===== config.mk =====
export PLATFORM = sky130hd
export DESIGN_NAME = sync_fifo
export DESIGN_NICKNAME = d
export VERILOG_FILES = /design/src/rtl/sync_fifo.sv
export SDC_FILE = /design/constraint.sdc
export NUM_CORES = 1
export LEC_CHECK = 0
export BUFFER_PORTS_ARGS = -buffer_cell sky130_fd_sc_hd__buf_2
export CAP_MARGIN = 10
export CELL_PAD_IN_SITES_DETAIL_PLACEMENT = 1
export CELL_PAD_IN_SITES_GLOBAL_PLACEMENT = 2
export CORE_UTILIZATION = 43
export CTS_BUF_LIST = sky130_fd_sc_hd__clkbuf_8 sky130_fd_sc_hd__clkbuf_16
export DETAILED_ROUTE_END_ITERATION = 8
export PLACE_DENSITY_LB_ADDON = 0.1
export SETUP_SLACK_MARGIN = 0.3
export SLEW_MARGIN = 20
export SYNTH_ARGS = -nofsm -noshare
export SYNTH_HDL_FRONTEND = slang
export SYNTH_SLANG_ARGS = --single-unit

===== constraint.sdc =====
create_clock -name clk -period 2.8 [get_ports clk]
set_input_delay 0.28 -clock clk [delete_from_list [all_inputs] [get_ports clk]]
set_output_delay 0.28 -clock clk [all_outputs]
set_load 0.03 [all_outputs]

===== src/rtl/sync_fifo.sv =====
// sync_fifo: single-clock FIFO with registered read data, occupancy count and overflow/underflow pulses
module sync_fifo #(
  parameter int WIDTH = 8,
  parameter int DEPTH = 8
) (
  input  logic                     clk,
  input  logic                     rst,
  input  logic                     wr_en,
  input  logic [WIDTH-1:0]         din,
  input  logic                     rd_en,
  output logic [WIDTH-1:0]         dout,
  output logic                     full,
  output logic                     empty,
  output logic [$clog2(DEPTH):0]   count,
  output logic                     overflow,
  output logic                     underflow
);
  localparam int AW = $clog2(DEPTH);
  logic [WIDTH-1:0] mem [DEPTH];
  logic [AW-1:0] wr_ptr, rd_ptr;
  logic wr_acc, rd_acc;
  assign full   = count == (AW+1)'(DEPTH);
  assign empty  = count == '0;
  assign wr_acc = wr_en && !full;
  assign rd_acc = rd_en && !empty;
  always_ff @(posedge clk)
    if (!rst && wr_acc) mem[wr_ptr] <= din;
  always_ff @(posedge clk) begin
    if (rst) begin
      wr_ptr    <= '0;
      rd_ptr    <= '0;
      count     <= '0;
      dout      <= '0;
      overflow  <= 1'b0;
      underflow <= 1'b0;
    end else begin
      if (wr_acc) wr_ptr <= wr_ptr + AW'(1);
      if (rd_acc) begin
        dout   <= mem[rd_ptr];
        rd_ptr <= rd_ptr + AW'(1);
      end
      count     <= count + (AW+1)'(wr_acc) - (AW+1)'(rd_acc);
      overflow  <= wr_en && full;
      underflow <= rd_en && empty;
    end
  end
endmodule


# Word level (Yosys, flattened, before mapping)
# Memories as Yosys holds them, arrays and structs flattened. A register that Yosys moved wholly into a read port is not among the register bits.
# Index checks and enable logic that the tools add are counted.
dict set report op_classes {
  add_sub_neg 4
  n_eq_ne 1
  n_mux 2
  reduce_logical 9
}
# cell count
set op_table {}
lappend op_table {{$add 3x1->3 const B} 2}
lappend op_table {{$logic_and 1x1->1} 5}
lappend op_table {{$add 4x1->4} 1}
lappend op_table {{$eq 4x4->1 const B} 1}
lappend op_table {{$logic_not 4->1} 1}
lappend op_table {{$sub 4x1->4} 1}
lappend op_table {{$logic_not 1->1} 3}
lappend op_table {{$mux 1} 2}
dict set report word_totals {
  ramBits 64
  in_bits 12
  output_inout_bits 16
  wordCells 22
  memories 1
  reg_bits 12
}
# name depth width read_ports rd_clocked_by_memory_dff wr line_no
set mem_list {}
lappend mem_list {mem 8 8 1 1 1 19} ;# logic [WIDTH-1:0] mem [DEPTH];

# Longest topological paths before layout
# Gate-level depths: netlist of the first run.
dict set report logic_depth {
  word_depth 6
  depth_mapped 13
  ltp_nobuf 12
}

# Worst setup path before layout of the first run
# OpenSTA, ideal clock, no wires.
dict set report synth_path {
  path_kind {register -> register}
  startpoint {register count[2]}
  endpoint {memory mem[0][0] (enable)}
  setup_slack_ns 0.178
  setup_ns 0.383
  path_stages_with_launch 7
  n_path_buf 0
  synth_period_minus_slack_ns 2.622
  t_required_ns 2.417
  arrival_time_ns 2.238
  path_cell_list {dfxtp_1 -> inv_1 -> ha_1 -> or3b_2 -> inv_1 -> or3_1 -> nor3_1}
}
dict set report synth_via {
  elab_chain_cells 6
}
# item line_no
set synth_lines {}
lappend synth_lines {{from (decl)} 14} ;# output logic [$clog2(DEPTH):0] count,
lappend synth_lines {{from (signal assigned)} 42} ;# count <= count + (AW+1)'(wr_acc) - (AW+1)'(rd_acc);
lappend synth_lines {{$eq 4x4->1} 22} ;# assign full = count == (AW+1)'(DEPTH);
lappend synth_lines {{net full} 12} ;# output logic full,
lappend synth_lines {{$logic_not 1->1} 24} ;# assign wr_acc = wr_en && !full;
lappend synth_lines {{$logic_and 1x1->1} 24}
lappend synth_lines {{$logic_and 1x1->1} 27} ;# if (!rst && wr_acc) mem[wr_ptr] <= din;
lappend synth_lines {{$mux 1} 27}
lappend synth_lines {{$mux 1 (implied by the code)} 27}
lappend synth_lines {{to (decl)} 19}
# The timed path passes the listed nets, and every way through them passes these cells.

# Worst setup path in the final report of the first run
dict set report layout_path {
  startpoint {register count[3]}
  endpoint {register count[2]}
}
dict set report layout_via {
  elab_cells_between_ends 8
  cone_classes {add/sub: 2; eq/ne: 1; reduce/logical: 5}
}
# item line_no
set layout_rtl {}
lappend layout_rtl {{$logic_not 4->1} 23} ;# assign empty = count == '0;
lappend layout_rtl {{$logic_not 1->1} 25} ;# assign rd_acc = rd_en && !empty;
lappend layout_rtl {{$logic_and 1x1->1} 25}
lappend layout_rtl {{net rd_acc} 21} ;# logic wr_acc, rd_acc;
lappend layout_rtl {{$sub 4x1->4} 42}
# The timed path passes the listed nets, and every way through them passes these cells.
# A chain may end at the register's enable or synchronous reset.

==> results.cfg, run 1 <==
[run_status]
status = finished clean

[clocking]
cts_made_buffers = 9
cts_setup_buffers = 0
ctsLongestPathBuffers = 2
cts_max_level = 3
cts_tree = done
clkSinkCount = 84
clockRootBuffer = clkbuf_8
clkLatencyLatePin_ns = 0.35
clkTransAtPathRegs_ns = 0.09

[synth]
syn-cell-area_um2 = 3350
ys_seq_elements = 84
synth_mux_area_share_pct = 9.56
synth_fa_ha_area_share_pct = 3.58
synth_seq_area_share_pct = 69.3
synth-compound-area-share_pct = 7.13
syn_inst = 218
yosysUniqueCellTypes = 32
synth-xor-area-share_pct = 1.57
synth_warnings = 0
synthSimpleGateAreaFrac_pct = 6.05
synth_area_per_cell_um2 = 15.4
synth_top_family_by_area = multiplexers
syn_nets = 239

[floorplan]
die_w_um = 90.3
io_pins = 28
rows = 31
chipHeight_um = 90.3
core_area_um2 = 7410
start_util_pct = 45.2
die_area_um2 = 8150

[timing]
worst_slew_pin_slew_ns = 0.827
slew_viol_final = 0
finalSetupViolations = 0
tns_ns = 0
max_freq_mhz = 429
slew_headroom_pct = 44.8
hold_ws_ns = 0.209
fin_crit_sh_pct = 83.3
fin_crit_ns = 2.33
grt_setup_unrepaired = no
worst_clock_skew_ns = 0.0138
hold_viol_final = 0

[route]
wl_um = 7000
wl_per_cell_um = 19.3
avgViaCountPerCell = 5.29
drt_iter0_drc = 92
drc = 0
dr.pass1.iters = 4
antenna_left = 0
routed-via-count = 1920

[finish]
drive_above_1_share_pct = 23.5
multi_input_area_um2 = 945
final_nets = 280
fin_util_pct = 52.1
fin_area_um2 = 3860
diodes = 0
syn_to_final_growth_pct = 15.1
ff_latch_area_um2 = 2320
nFillCells = 736

[power]
power_frac_seq_pct = 47.0
p_comb_share_pct = 28.3
power_frac_clock_pct = 24.8
netSwitchingPower_w = 0.00108
internal_power_w = 0.00229
p_sw_share_pct = 32.0
powerDensity_nw_per_um2 = 873
power_leakage_nw = 1.40
ir_drop_uv = 331

[worst_setup_path]
timing.critical_path.to = count[2]$_SDFF_PP0_
r2r_cells = 12
rrSetupSlack_ns = 0.47
criticalPathCategory = reg2reg
startpoint_type = flop
cp-startpoint = count[3]$_SDFF_PP0_
arrival_ns = 2.56
r2r_start = count[3]$_SDFF_PP0_
worstPathRequired_ns = 3.03
crit_path_end_kind = flop
path_max_fanout = 3
r2r_end = count[2]$_SDFF_PP0_

[place]
numPortBuffers = 27
dp_hpwl_um = 4820
place_area_um2 = 3660
routabilityCongestion = 0.699

[run]
drv_cap = 0

[global_route]
first_global_vias = 2073
grt_max_degree = 20
antenna_found_initial = 0
gr-total-overflow = 0
grt_pass1_wl_um = 11100
grt_usage_pct = 18.6

[hold_path]
hp-class = in2reg
hold_depth = 1
==> per-layer routing <==
metal | GRT usage [%] | part of all wire, % | vias up
met5 | 0 | 0 | -
met4 | 7.66 | 1.4 | 0
met3 | 2.53 | 2.7 | 8
met2 | 33.6 | 53 | 30
met1 | 22.4 | 43 | 979
li1 | - | - | 903
==> placed cells by master, fill, tap and decap left out, types with 8 or more instances in the layout <==
cell,count
buf_2,27
a32o_1,8
mux2i_1,32
ha_1,8
edfxtp_1,64
nor2_1,16
inv_1,9
dfxtp_1,19
buf_4,11
a22oi_1,16
clkbuf_8,10
==> critical path, stage by stage, from the launching register on <==
cell     delay (ns)
dfxtp_1        0.33
inv_1          0.07
ha_1           0.14
or3b_1         0.38
nand2_2        0.12
inv_1          0.06
ha_1           0.26
inv_1          0.06
ha_1           0.16
inv_1          0.05
fa_1           0.38
xor2_1         0.17
nor2_1         0.05
==> cells by family (layout without fill, tap and decap cells) <==
family / count (synthesis) / in the layout
simple gates: 40 / 40
mux: 32 / 32
compound gates: 29 / 29
buf+inv: 18 / 64
flops: 84 / 84
fa+ha+maj: 9 / 9
xor+xnor: 6 / 6
==> through the flow <==
stage          worst slack [ns]  power [W]  cells
2_1_floorplan             0.336    0.00231    218
3_3_place_gp              0.485    0.00252    347
3_5_place_dp              0.357    0.00258    347
4_1_cts                   0.346    0.00341    363
5_1_grt                   0.318    0.00357    363
6_report                  0.466    0.00337    363
==> cells in the mapped netlist <==
cell type,n,area [um^2]
a21oi_1,3,15.0
mux2i_1,32,320
a22oi_1,16,120
nor3b_2,1,12.5
fa_1,1,20.0
nor2_1,16,60.1
nand2_1,5,18.8
clkbuf_1,1,3.75
inv_1,8,30.0
ha_1,8,100
buf_6,3,33.8
nor3b_1,1,7.51
nor3_1,2,10.0
buf_1,3,11.3
a32o_1,8,80.1
buf_2,1,5.00
xnor2_1,1,8.76
nand2b_1,3,18.8
buf_4,1,7.51
inv_2,1,3.75
edfxtp_1,64,1920
or3_1,1,6.26
a21o_1,1,7.51
nand3_1,4,20.0
a21oi_4,1,16.3
xor2_1,5,43.8
dfxtp_1,20,400
nand2_2,1,6.26
nor2b_1,3,18.8
and2_1,1,6.26
or3b_1,1,8.76
or3b_2,1,8.76
==> registers in the layout (all words and copies together) (netlist names) <==
| name | cells |
|---|---|
| mem | 64 |
| count | 4 |
| underflow | 1 |
| rd_ptr | 3 |
| wr_ptr | 3 |
| dout | 8 |
| overflow | 1 |
==> what timing repair did <==
| action | 4_1_cts | 5_1_grt |
|---|---|---|
| hold buffers | 0 | 0 |
| gates resized for setup | 0 | 3 |
| setup endpoints to repair | 0 | 2 |
==> worst min-delay path by stage <==
stage                         start              endpoint  slack [ns]
6_report                     din[6]   mem[7][6]$_DFFE_PP_        0.21
5_1_grt                      din[5]   mem[6][5]$_DFFE_PP_        0.19
4_1_cts                      din[5]   mem[5][5]$_DFFE_PP_        0.18
3_5_place_dp   dout[6]$_SDFFE_PP0P_  dout[6]$_SDFFE_PP0P_        0.45
3_3_place_gp   dout[3]$_SDFFE_PP0P_  dout[3]$_SDFFE_PP0P_        0.45
2_1_floorplan                   rst   count[0]$_SDFF_PP0_        0.35
==> power by group through the flow <==
| stage | clock [W] | sequential [W] | combinational, W |
|---|---|---|---|
| after CTS | 0.000857 | 0.00158 | 0.000967 |
| final | 0.000835 | 0.00158 | 0.000952 |
| after global placement | 0 | 0.00160 | 0.000920 |
| after detailed placement | 0 | 0.00161 | 0.000963 |
| after floorplan | 0 | 0.00166 | 0.000651 |
| after global routing | 0.000911 | 0.00160 | 0.00105 |
==> layout make-up <==
| type | count | area share, % |
|---|---|---|
| Timing Repair Buffer | 39 | 6.16 |
| Tap cell | 99 | 3.21 |
| Multi-Input combinational cell | 116 | 24.5 |
| Sequential cell | 84 | 60.2 |
| Clock buffer | 10 | 3.57 |
| Inverter | 9 | 0.875 |
| Clock inverter | 6 | 1.49 |
(Power assumes the default switching activity.)
==> run 2, diff against run 1 <==
--- a/config.mk
+++ b/config.mk
@@ -5,11 +5,12 @@
 export SDC_FILE = /design/constraint.sdc
 export NUM_CORES = 1
 export LEC_CHECK = 0
+export ABC_AREA = 1
 export BUFFER_PORTS_ARGS = -buffer_cell sky130_fd_sc_hd__buf_2
 export CAP_MARGIN = 10
 export CELL_PAD_IN_SITES_DETAIL_PLACEMENT = 1
 export CELL_PAD_IN_SITES_GLOBAL_PLACEMENT = 2
-export CORE_UTILIZATION = 43
+export CORE_UTILIZATION = 34
 export CTS_BUF_LIST = sky130_fd_sc_hd__clkbuf_8 sky130_fd_sc_hd__clkbuf_16
 export DETAILED_ROUTE_END_ITERATION = 8
 export PLACE_DENSITY_LB_ADDON = 0.1
==> constraint.sdc (replaced) <==
create_clock -name clk -period 2.13 [get_ports clk]
set_input_delay 0.213 -clock clk [delete_from_list [all_inputs] [get_ports clk]]
set_output_delay 0.213 -clock clk [all_outputs]
set_load 0.03 [all_outputs]
==> run 2 against run 1 <==
  * First-iteration DRC count rose by 3.3%
  * Sequential share of layout area shrank 7.6 points
  * Sequential cell count stayed put
  * Sequential power up 28%
  * Wire length increased by 32%
  * Register-to-register slack lost 0.18 ns
  * Critical path depth is 1 lower
  * Critical path type unchanged
  * Critical endpoint is now count[1]$_SDFF_PP0_
  * Highest routed layer unchanged
==> results.cfg, run 2 <==
[synth]
synth_edf_count = 64
synth_area_per_cell_um2 = 9.92
yosys-top-cells-count = nand2_1 (101), edfxtp_1 (64), inv_1 (64)
yosys_most_used_dff = edfxtp_1
syn-cell-area_um2 = 3630
syn_nets = 387
synthTopCellsByArea = edfxtp_1 (53%), dfxtp_1 (11%), nand2_1 (10%)
syn_inst = 366
synth_most_common_cell = nand2_1
synth_seq_area_share_pct = 63.9
synth_warnings = 0
yosysUniqueCellTypes = 22
synth.top_cell.area_share_pct = 52.9
async_flop_share_pct = 0
ys_seq_elements = 84
yosysTopAreaCell = edfxtp_1

[finish]
largest_register_ffs = 64
mostFrequentLayoutCell = nand2_1
diodes = 0
largest-register = mem
reg.largest.list = mem: 64 flops, dout: 8 flops, count: 4 flops
final_cell_mix = nand2_1 (99), edfxtp_1 (64), inv_1 (59), nand3_1 (49), buf_2 (27)
fin_area_um2 = 4440
drive_above_1_share_pct = 23.3
final_nets = 437
syn_to_final_growth_pct = 22.1

[worst_setup_path]
arrival_ns = 2.09
crit_top_cell = inv_4
crit_path_max_incr_delay_ns = 0.50
startpoint_type = flop
path_delay_family = adder cells
r2r_cells = 11
path_max_fanout = 3
cp.depth = 11
worstPathRequired_ns = 2.38
path_cells = inv_4 > ha_4 > nand3_4 > nand2_4 > inv_4 > ha_4 > inv_4 > ha_4 > inv_4 > fa_2 > nor2_1
r2r_end = count[1]$_SDFF_PP0_
r2r_start = count[3]$_SDFF_PP0_
crit_path_end_kind = flop
rrSetupSlack_ns = 0.29
slowest_stage = fa_2
cp.buffers_inverters = 4
criticalPathCategory = reg2reg

[hold_path]
holdPathEnd = underflow$_SDFF_PP0_
min-delay-start = rd_en
hp-class = in2reg
hold_depth = 3

[clocking]
cts_max_level = 3
clkLatencyLatePin_ns = 0.36
cts_tree = done
clockRootBuffer = clkbuf_8
clkSinkCount = 84
ctsLongestPathBuffers = 2
cts_made_buffers = 9
clkTransAtPathRegs_ns = 0.08

[route]
drc = 0
dr.pass1.iters = 4
avgViaCountPerCell = 4.69
wl_um = 9210
antenna_left = 0
wl_per_cell_um = 16.5
routed-via-count = 2610
drt_iter0_drc = 95

[global_route]
gr-total-overflow = 0
first_global_vias = 2732
grt_pass1_wl_um = 15200
antenna_found_initial = 0
grt_usage_pct = 18.8
grt_max_degree = 35

[power]
power_leakage_nw = 1.91
ir_drop_uv = 502
powerDensity_nw_per_um2 = 1130

[timing]
max_freq_mhz = 543
finalSetupViolations = 0
hold_viol_final = 0
grt_setup_unrepaired = yes
slew_viol_final = 0
fin_crit_ns = 1.84
worst_clock_skew_ns = 0.0103
fin_crit_sh_pct = 86.5
tns_ns = 0
slew_headroom_pct = 76.5
worst_slew_pin_slew_ns = 0.352

[floorplan]
start_util_pct = 35.2
core_area_um2 = 10300
chipHeight_um = 105
io_pins = 28
die_area_um2 = 11100
rows = 37
die_w_um = 105

[run_status]
status = finished clean

[run]
drv_cap = 0

[place]
place_area_um2 = 4110
dp_hpwl_um = 6210
routabilityCongestion = 0.765
numPortBuffers = 27
-- run 2: cell types whose count changed in the layout (fill, tap and decap cells not counted), moves of 7 or more --
cell / before / now
a21oi_1: 3 / 12
a22oi_1: 16 / 0
a32o_1: 8 / 0
buf_4: 11 / 23
inv_1: 9 / 59
mux2i_1: 32 / 0
nand2_1: 4 / 99
nand3_1: 4 / 49
nor2_1: 16 / 9
-- run 2: report_power, final --
group | internal [W] | switching [W]
Combinational | 0.000597 | 0.00109
Clock | 0.000717 | 0.000591
Sequential | 0.00192 | 0.0000986
-- run 2: how the worst max path moves through the flow --
stage	slack, ns	end	start
final	0.29	count[1]$_SDFF_PP0_	count[3]$_SDFF_PP0_
after global routing	0.20	count[2]$_SDFF_PP0_	count[2]$_SDFF_PP0_
after CTS	0.28	count[1]$_SDFF_PP0_	count[2]$_SDFF_PP0_
after detailed placement	0.17	count[1]$_SDFF_PP0_	count[2]$_SDFF_PP0_
after global placement	0.23	count[1]$_SDFF_PP0_	count[2]$_SDFF_PP0_
after floorplan	0.21	count[1]$_SDFF_PP0_	count[3]$_SDFF_PP0_
-- run 2: worst min-delay path: cells and delay by family --
kind,cells,cell delay (ns)
and+or+nand+nor,2,0.10
buffers and inverters,1,0.12
-- run 2: logic make-up (layout without fill, tap and decap cells) --
group                    after synthesis  count (layout)  synth area share (%)
AO/OA/AOI/OAI                         19              19                  2.69
AND/OR/NAND/NOR                      172             172                  19.7
adder cells (fa/ha/maj)                9               9                  3.31
buffers and inverters                 81             136                  10.1
XOR/XNOR                               1               1                 0.241
flip-flops                            84              84                  63.9
-- run 2: per-stage QoR --
step	util, %	power (W)	worst slack [ns]	instances	hold WS (ns)
2_1_floorplan	-	0.00319	0.212	366	0.282
3_3_place_gp	39.8	0.00359	0.228	536	0.451
3_5_place_dp	39.8	0.00364	0.171	536	0.456
4_1_cts	42.7	0.00507	0.284	555	0.0935
5_1_grt	43.0	0.00536	0.204	557	0.0982
6_report	43.0	0.00502	0.287	557	0.117
-- run 2: final cells by class --
class | count | area (um^2)
fill | 1189 | 5890
clock buffer | 12 | 188
inverter | 68 | 275
clock inverter | 4 | 50.0
sequential | 84 | 2330
timing repair buffer | 52 | 348
multi-input combinational | 201 | 1070
tap | 136 | 170
-- run 2: per-layer routing --
| metal | vias to the layer above | wire, um | share of wire, % | track usage [%] |
|---|---|---|---|---|
| li1 | 1275 | - | - | - |
| met1 | 1295 | 4090 | 44 | 23.3 |
| met2 | 25 | 4780 | 52 | 32.5 |
| met3 | 15 | 165 | 1.8 | 2.84 |
| met4 | 0 | 178 | 1.9 | 8.25 |
| met5 | - | 0 | 0 | 0 |
-- run 2: repair_timing --
item	in CTS	in global routing
cloned	0	0
setup endpoints to repair	3	15
pin swaps	5	3
hold buffers	0	0
buffers inserted	3	2
gates resized for setup	8	4
